==> config.mk <==
export PLATFORM = sky130hd
export DESIGN_NAME = window_fetch_unit
export DESIGN_NICKNAME = d
export VERILOG_FILES = /design/src/rtl/window_fetch_unit.sv
export SDC_FILE = /design/constraint.sdc
export NUM_CORES = 1
export LEC_CHECK = 0
export ABC_AREA = 1
export CAP_MARGIN = 20
export CORE_ASPECT_RATIO = 1.75
export CORE_MARGIN = 2
export CORE_UTILIZATION = 55
export DETAILED_ROUTE_END_ITERATION = 12
export GPL_TIMING_DRIVEN = 0
export MAX_ROUTING_LAYER = met4
export PLACE_DENSITY = 0.82
export SLEW_MARGIN = 25
export SYNTH_ARGS = -nofsm -noshare
export SYNTH_HDL_FRONTEND = slang
export SYNTH_SLANG_ARGS = --single-unit
export TNS_END_PERCENT = 10
==> constraint.sdc <==
create_clock -name clk -period 6.8 [get_ports clk]
set_input_delay 1.02 -clock clk [delete_from_list [all_inputs] [get_ports clk]]
set_output_delay 1.02 -clock clk [all_outputs]
set_load 0.01 [all_outputs]
==> src/rtl/window_fetch_unit.sv <==
// window_fetch_unit: fetches a KxK zero-padded neighbourhood from a 1-cycle SRAM and presents window + sum.
// Optional SLIDE_REUSE_EN: a start one column right of the last centre reuses K-1 columns and fetches only K pixels.
module window_fetch_unit #(
  parameter int DATA_W = 8,
  parameter int ROW_W = 7,
  parameter int COL_W = 7,
  parameter int IMG_H = 128,
  parameter int IMG_W = 128,
  parameter int K = 3,
  localparam int SUM_W = DATA_W + $clog2(K*K)
) (
  input  logic                     clk,
  input  logic                     rst,
  input  logic                     start,
  input  logic [ROW_W-1:0]         ctr_row,
  input  logic [COL_W-1:0]         ctr_col,
  output logic                     mem_en,
  output logic [ROW_W+COL_W-1:0]   mem_addr,
  input  logic [DATA_W-1:0]        mem_rdata,
  output logic                     busy,
  output logic                     done,
  output logic                     win_valid,
  output logic [K*K*DATA_W-1:0]    win_out,
  output logic [SUM_W-1:0]         sum
);
  localparam int PAD = (K-1)/2;
  localparam int KW = $clog2(K);
  localparam int IW = $clog2(K*K);
  localparam int RW = ROW_W + 2;
  localparam int CW = COL_W + 2;
  typedef enum logic [1:0] {IDLE, FETCH, DRAIN, DONE} state_t;
  state_t state_q, state_d;
  logic [ROW_W-1:0] row_q, row_d;
  logic [COL_W-1:0] col_q, col_d;
  logic [KW-1:0] r_q, r_d, c_q, c_d;
  logic [IW-1:0] idx_q, idx_d;
  logic slide_q, slide_d, pend_q, pend_d, pad_q, pad_d, win_valid_q, win_valid_d;
  logic [K*K*DATA_W-1:0] win_q, win_d;
  logic [SUM_W-1:0] sum_q, sum_d, tot;
  logic [RW-1:0] tr;
  logic [CW-1:0] tc;
  logic in_rng, last, slide;
`ifdef SLIDE_REUSE_EN
  assign slide = win_valid_q && ctr_row == row_q && col_q != '1 && ctr_col == col_q + COL_W'(1);
`else
  assign slide = 1'b0;
`endif
  // Target position in two's complement one bit wider than needed, so negatives show up in the MSB
  assign tr = RW'(row_q) + RW'(r_q) - RW'(PAD);
  assign tc = CW'(col_q) + CW'(c_q) - CW'(PAD);
  assign in_rng = !tr[RW-1] && tr < RW'(IMG_H) && !tc[CW-1] && tc < CW'(IMG_W);
  assign last = r_q == KW'(K-1) && c_q == KW'(K-1);
  always_comb begin
    state_d = state_q;
    row_d = row_q;
    col_d = col_q;
    r_d = r_q;
    c_d = c_q;
    idx_d = idx_q;
    slide_d = slide_q;
    win_valid_d = win_valid_q;
    pend_d = 1'b0;
    pad_d = 1'b0;
    mem_en = 1'b0;
    mem_addr = '0;
    win_d = win_q;
    if (pend_q) win_d[idx_q*DATA_W +: DATA_W] = pad_q ? '0 : mem_rdata;
    unique case (state_q)
      IDLE: if (start) begin
        state_d = FETCH;
        row_d = ctr_row;
        col_d = ctr_col;
        slide_d = slide;
        r_d = '0;
        c_d = slide ? KW'(K-1) : '0;
        win_valid_d = 1'b0;
        if (slide)
          for (int r = 0; r < K; r++)
            for (int c = 0; c < K-1; c++)
              win_d[(r*K+c)*DATA_W +: DATA_W] = win_q[(r*K+c+1)*DATA_W +: DATA_W];
      end
      FETCH: begin
        mem_en = in_rng;
        mem_addr = in_rng ? {tr[ROW_W-1:0], tc[COL_W-1:0]} : '0;
        pend_d = 1'b1;
        pad_d = !in_rng;
        idx_d = IW'(r_q) * IW'(K) + IW'(c_q);
        state_d = last ? DRAIN : FETCH;
        if (!last) begin
          r_d = (slide_q || c_q == KW'(K-1)) ? r_q + 1'b1 : r_q;
          c_d = slide_q ? c_q : (c_q == KW'(K-1) ? '0 : c_q + 1'b1);
        end
      end
      DRAIN: begin
        state_d = DONE;
        win_valid_d = 1'b1;
      end
      DONE: state_d = IDLE;
      default: state_d = IDLE;
    endcase
  end
  always_comb begin
    tot = '0;
    for (int i = 0; i < K*K; i++) tot = tot + SUM_W'(win_d[i*DATA_W +: DATA_W]);
    sum_d = state_q == DRAIN ? tot : sum_q;
  end
  always_ff @(posedge clk or posedge rst) begin
    if (rst) begin
      state_q <= IDLE;
      row_q <= '0;
      col_q <= '0;
      r_q <= '0;
      c_q <= '0;
      idx_q <= '0;
      slide_q <= 1'b0;
      pend_q <= 1'b0;
      pad_q <= 1'b0;
      win_valid_q <= 1'b0;
      win_q <= '0;
      sum_q <= '0;
    end else begin
      state_q <= state_d;
      row_q <= row_d;
      col_q <= col_d;
      r_q <= r_d;
      c_q <= c_d;
      idx_q <= idx_d;
      slide_q <= slide_d;
      pend_q <= pend_d;
      pad_q <= pad_d;
      win_valid_q <= win_valid_d;
      win_q <= win_d;
      sum_q <= sum_d;
    end
  end
  assign busy = state_q != IDLE;
  assign done = state_q == DONE;
  assign win_valid = win_valid_q;
  assign win_out = win_q;
  assign sum = sum_q;
endmodule

==> results of run 1 <==
==> metrics by stage <==
stage	worst slack (ns)	cell area (um2)
detailed placement	0.161	9280
CTS	0.131	9580
global route	0.0457	9580
global placement	0.228	9240
floorplan	1.36	7760
finish	0.356	9580
==> sequential cells by signal, summed over array words and instances, names as in the netlist, named ones only <==
register / cells
win_out: 72
sum: 12
col_q: 7
row_q: 7
idx_q: 4
c_q: 2
r_q: 2
pad_q: 1
pend_q: 1
state_q: 1
win_valid: 1
==> worst max-delay path by stage <==
stage | endpoint | slack (ns) | cells past startpoint
final | sum[6]$_DFFE_PP0P_ | 0.36 | 21
after global routing | sum[6]$_DFFE_PP0P_ | 0.05 | 21
after CTS | sum[11]$_DFFE_PP0P_ | 0.13 | 25
after detailed placement | sum[11]$_DFFE_PP0P_ | 0.16 | 25
after global placement | sum[6]$_DFFE_PP0P_ | 0.23 | 21
after floorplan | sum[7]$_DFFE_PP0P_ | 1.36 | 24
==> synth_stat cells, drive strengths merged (2+ instances only) <==
cell type,instances,share of area
buf,5,0.0032
inv,207,0.10
o21bai,3,0.0029
nor2,97,0.050
nor3,11,0.0077
nand4,13,0.010
clkbuf,22,0.011
o21ai,87,0.056
xnor2,5,0.0066
dfrtp,111,0.36
o31ai,2,0.0019
a21oi,14,0.0095
ha,36,0.058
nand2,235,0.11
nand3,71,0.047
fa,58,0.15
nand3b,2,0.0019
xor2,7,0.0079
==> critical path, stage by stage (launching register included) <==
cell and delay, ns:
dfrtp_1 0.47, inv_2 0.09, clkbuf_2 0.22, ha_1 0.32, xnor2_2 0.37, inv_2 0.19, nor2_2 0.28, inv_2 0.08
nor2_4 0.24, buf_2 0.27, o21ai_0 0.28, fa_1 0.62, inv_1 0.05, fa_1 0.50, fa_1 0.55, fa_1 0.51
ha_1 0.26, fa_1 0.44, a21oi_1 0.14, o21ai_0 0.11, xor2_1 0.21, o21ai_0 0.11
==> layer usage <==
| layer | vias up | GRT usage | wire length (um) |
|---|---|---|---|
| li1 | 3306 | - | - |
| met1 | 3221 | 0.364 | 8080 |
| met2 | 280 | 0.550 | 11900 |
| met3 | 76 | 0.0424 | 1160 |
| met4 | 0 | 0.215 | 1880 |
| met5 | - | - | 0 |
==> timing repair <==
action                                  CTS  global route
endpoints found under the hold margin     0             0
gates resized for setup                   0             5
endpoints found under the setup margin    0             6
==> area by class of cell <==
cell class	count	area, um2
fill	1180	4250
multi-input combinational	644	4100
sequential	111	2780
timing repair buffer	127	1290
inverter	208	786
clock buffer	11	253
tap	177	221
buffer	27	110
clock inverter	5	47.5
==> kinds of logic (layout without fill, tap and decap cells) <==
kind of cell             count (synthesis)  count (layout)  synth area share
AND/OR/NAND/NOR                        431             431             0.234
buffers and inverters                  235             378             0.114
flip-flops                             111             111             0.358
AO/OA/AOI/OAI                          107             107            0.0714
adder cells (fa/ha/maj)                 94              94             0.208
XOR/XNOR                                12              12            0.0145
==> flow_metrics.env, run 1 <==
export IMPL_status="completed"
export IMPL_ios=127
export IMPL_vias=6883
export IMPL_die_h_um=161
export IMPL_hold_path_end="sum[11]$_DFFE_PP0P_"
export IMPL_setup_viol=0
export IMPL_async_reset_ff_frac=1.00
export IMPL_ys_flop_type="dfrtp_1"
export IMPL_maxCapViolCount=0
export IMPL_wire_per_inst_um=17.6
export IMPL_worst_pin_slew_ns=0.801
export IMPL_yosysSeqAreaShare=0.358
export IMPL_grt_pass1_vias=6835
export IMPL_wl_um=23000
export IMPL_gp_congestion=1.01
export IMPL_nets=1247
export IMPL_crit_path_start="idx_q[0]$_DFFE_PP0P_"
export IMPL_tritoncts="done"
export IMPL_fin_setup_tns_ns=0
export IMPL_reg2reg_depth=21
export IMPL_synth_edf_count=0
export IMPL_initial_utilization=0.561
export IMPL_hold_path_class="flop to flop"
export IMPL_dp_cells=1294
export IMPL_antennaDiodeCount=0
export IMPL_syn_nets=1109
export IMPL_drt_first_iter_violations=341
export IMPL_drc=0
export IMPL_r2r_slack_ns=0.36
export IMPL_cts_sinks=111
export IMPL_fin_crit_sh=0.948
export IMPL_dieArea_mm2=0.0151
export IMPL_critical_path_class="flop to flop"
export IMPL_detail_route_first_pass_iterations=5
export IMPL_synth_seq_cells=111
export IMPL_layout_min_cycle_time_ns=6.44
export IMPL_cts_clk_slew_worst_paths_ns=0.08
export IMPL_cts_root_buffer="clkbuf_16"
export IMPL_cts_hold_buffers_added=0
export IMPL_syn_area_mm2=0.00776
export IMPL_rsz0062_at_grt="no"
export IMPL_fin_cells=1310
export IMPL_finish_utilization=0.693
export IMPL_hold_viol=0
export IMPL_die_w_um=93.8
export IMPL_cts_max_level=3
export IMPL_r2r_start="idx_q[0]$_DFFE_PP0P_"
export IMPL_syn_avg_cell_area_um2=7.84
export IMPL_synth_distinct_cells=31
export IMPL_fin_skew_ns=0.0109
export IMPL_max_freq_ghz=0.155
export IMPL_fp_coreArea_mm2=0.0138
export IMPL_clock_latency_ns=0.36
export IMPL_io_buffers=126
export IMPL_whs_path_depth=2
export IMPL_clockBufferDepth=2
export IMPL_critPathArrivalTime_ns=6.66
export IMPL_cts_setup_buffers=0
export IMPL_final_common_cell="nand2_1"
export IMPL_worstSetupStartpointType="flop"
export IMPL_final_cell_mix="nand2_1 (234), inv_1 (201), clkdlybuf4s50_1 (126)"
export IMPL_r2r_end="sum[6]$_DFFE_PP0P_"
export IMPL_drive_gt1_frac=0.0388
export IMPL_grt_pass1_wl_um=36100
export IMPL_slew_violations=0
export IMPL_slew_headroom=0.460
export IMPL_hp_start="sum[11]$_DFFE_PP0P_"
export IMPL_syn2layout_area_growth_pct=23.5
export IMPL_yosys_warnings=0
export IMPL_end_kind="flop"
export IMPL_hold_ws_ns=0.480
export IMPL_syn_inst=990
export IMPL_vias_per_cell=5.25
export IMPL_drt_antenna_violating_nets=0
export IMPL_cp_required_ns=7.02
export IMPL_cp_max_fo=10
export IMPL_antenna_found_initial=0
export IMPL_hpwl_um=18600
export IMPL_rows=57
export IMPL_grt_max_degree=70
export IMPL_grt_overflow=0
export IMPL_cts_inserted_buffers=9
export IMPL_grt_usage=0.329
Power of run 1 is not shown: default switching activity piles up to over one toggle a cycle in this logic, so the estimate is an artifact.
==> inputs of run 2 (changes only) <==
--- a/config.mk
+++ b/config.mk
@@ -11,9 +11,10 @@
 export CORE_MARGIN = 2
 export CORE_UTILIZATION = 55
 export DETAILED_ROUTE_END_ITERATION = 12
+export DONT_BUFFER_PORTS = 1
 export GPL_TIMING_DRIVEN = 0
 export MAX_ROUTING_LAYER = met4
-export PLACE_DENSITY = 0.82
+export PLACE_DENSITY = 0.7
 export SLEW_MARGIN = 25
 export SYNTH_ARGS = -nofsm -noshare
 export SYNTH_HDL_FRONTEND = slang
==> run 2 against run 1 <==
  * Fmax down 0.32%
  * Sequential share of layout area rose by 4.4 points
  * Critical path depth unchanged
  * Wire length down 4.4%
  * Non-clock buffer count down 126
  * First-iteration DRC count is 6.5% higher
  * Register-to-register slack worse by 0.02 ns
  * Clock skew fell by 0.0020 ns
  * Worst hold slack improved by 0.066 ns
  * Cell area down 13%
  * Global-route usage decreased by 1.3 points
==> flow_metrics.env, run 2 (synthesis gave the netlist of run 1 again) <==
export IMPL_detail_route_first_pass_iterations=7
export IMPL_worst_pin_slew_ns=0.683
export IMPL_cts_sinks=111
export IMPL_hpwl_um=17900
export IMPL_slew_headroom=0.540
export IMPL_critical_path_class="flop to flop"
export IMPL_clockBufferDepth=2
export IMPL_critPathTopFamily="adder cells"
export IMPL_tritoncts="done"
export IMPL_drc=0
export IMPL_fin_skew_ns=0.00890
export IMPL_grt_overflow=0
export IMPL_slew_violations=0
export IMPL_rsz0062_at_grt="no"
export IMPL_gp_congestion=0.994
export IMPL_cp_max_fo=10
export IMPL_final_cell_mix="nand2_1 (234), inv_1 (201), dfrtp_1 (111)"
export IMPL_fp_coreArea_mm2=0.0138
export IMPL_nets=1121
export IMPL_fin_crit_sh=0.951
export IMPL_wl_um=22000
export IMPL_wire_per_inst_um=18.6
export IMPL_maxCapViolCount=0
export IMPL_rows=57
export IMPL_fin_ws_ns=0.335
export IMPL_critPathBufInv=6
export IMPL_drive_gt1_frac=0.0408
export IMPL_vias=6313
export IMPL_status="completed"
export IMPL_cp_required_ns=7.02
export IMPL_hold_viol=0
export IMPL_max_freq_ghz=0.155
export IMPL_end_kind="flop"
export IMPL_grt_max_degree=66
export IMPL_fin_setup_tns_ns=0
export IMPL_initial_utilization=0.561
export IMPL_die_h_um=161
export IMPL_cts_root_buffer="clkbuf_16"
export IMPL_dp_slack_ns=0.289
export IMPL_drt_first_iter_violations=363
export IMPL_ios=127
export IMPL_antenna_found_initial=0
export IMPL_largest_reg_flops=72
export IMPL_vias_per_cell=5.34
export IMPL_layout_min_cycle_time_ns=6.46
export IMPL_final_common_cell="nand2_1"
export IMPL_cp_cell_sequence="inv_2 -> clkbuf_1 -> ha_1 -> xnor2_4 -> inv_2 -> nor2_2 -> inv_2 -> nor2_4 -> buf_2 -> o21ai_0 -> fa_1 -> inv_1 -> fa_1 -> fa_1 -> fa_1 -> ha_1 -> fa_1 -> a21oi_1 -> o21ai_0 -> xor2_1 -> o21ai_0"
export IMPL_io_buffers=0
export IMPL_syn2layout_area_growth_pct=7.30
export IMPL_die_w_um=93.8
export IMPL_critPathArrivalTime_ns=6.68
export IMPL_dieArea_mm2=0.0151
export IMPL_setup_viol=0
export IMPL_grt_pass1_vias=6415
export IMPL_grt_usage=0.316
export IMPL_critPathSlowestCell="fa_1"
export IMPL_cpMostUsedCell="fa_1"
export IMPL_worstSetupStartpointType="flop"
export IMPL_grt_pass1_wl_um=34700
export IMPL_cts_inserted_buffers=9
export IMPL_cts_setup_buffers=0
export IMPL_antennaDiodeCount=0
export IMPL_cts_max_level=3
export IMPL_hold_path_class="input pin to asynchronous set/reset pin"
export IMPL_clock_latency_ns=0.35
export IMPL_crit_path_max_incr_delay_ns=0.61
export IMPL_cts_clk_slew_worst_paths_ns=0.08
export IMPL_drt_antenna_violating_nets=0
-- run 2: changes by cell type in the layout (fill, tap and decap cells not counted) --
cell             delta
xnor2_4             +1
bufinv_16           +1
clkdlybuf4s50_1   -126
clkbuf_2            -1
clkbuf_1            +2
inv_8               -2
clkbuf_8            -1
xnor2_2             -1
-- run 2: cell type report --
type | count | area, um2
clock inverters | 4 | 55.1
flip-flops and latches | 111 | 2780
multi-input cells | 644 | 4110
inverters | 208 | 786
fillers | 1314 | 5510
repair buffers | 1 | 27.5
clock buffers | 11 | 243
plain buffers | 27 | 109
well taps | 177 | 221
-- run 2: worst paths after layout --
check | start | to | slack (ns) | cells past startpoint
worst max-delay path | idx_q[0]$_DFFE_PP0P_ | sum[6]$_DFFE_PP0P_ | 0.34 | 21
worst min-delay path | rst | win_out[65]$_DFF_PP0_ | 0.55 | 1
worst max register to register | idx_q[0]$_DFFE_PP0P_ | sum[6]$_DFFE_PP0P_ | 0.34 | 21
worst min register to register | col_q[0]$_DFFE_PP0P_ | col_q[0]$_DFFE_PP0P_ | 0.55 | 2
max in group asynchronous | rst | win_out[11]$_DFF_PP0_ | 5.58 | 2
min in group clk | col_q[0]$_DFFE_PP0P_ | col_q[0]$_DFFE_PP0P_ | 0.55 | 2
-- run 2: layer usage --
metal | vias up | share of wire | global-route usage
li1 | 3062 | - | -
met1 | 2962 | 0.34 | 0.320
met2 | 226 | 0.53 | 0.544
met3 | 63 | 0.057 | 0.0611
met4 | 0 | 0.078 | 0.204
met5 | - | 0 | -
-- run 2: stage by stage --
stage / cells / utilization / hold WS, ns / cell area, um2
after global routing: 1183 / 0.602 / 0.569 / 8330
after detailed placement: 1168 / 0.579 / 0.534 / 8020
final: 1183 / 0.602 / 0.545 / 8330
after global placement: 1167 / 0.577 / 0.519 / 7980
after CTS: 1183 / 0.601 / 0.553 / 8310
after floorplan: 990 / - / 0.495 / 7760
-- run 2: timing repair --
item,4_1_cts,5_1_grt
endpoints found under the hold margin,0,0
resized for setup,0,4
hold buffers,0,0
setup endpoints to repair,0,6
Power of run 2 is left out for the same reason.
==> inputs of run 3 (changes only) <==
--- a/config.mk
+++ b/config.mk
@@ -15,7 +15,7 @@
 export GPL_TIMING_DRIVEN = 0
 export MAX_ROUTING_LAYER = met4
 export PLACE_DENSITY = 0.7
-export SLEW_MARGIN = 25
+export SLEW_MARGIN = 10
 export SYNTH_ARGS = -nofsm -noshare
 export SYNTH_HDL_FRONTEND = slang
 export SYNTH_SLANG_ARGS = --single-unit
==> results of run 3 <==
The final DEF is identical to that of run 2; final timing and power are the same.
Power of run 3 is left out for the same reason.
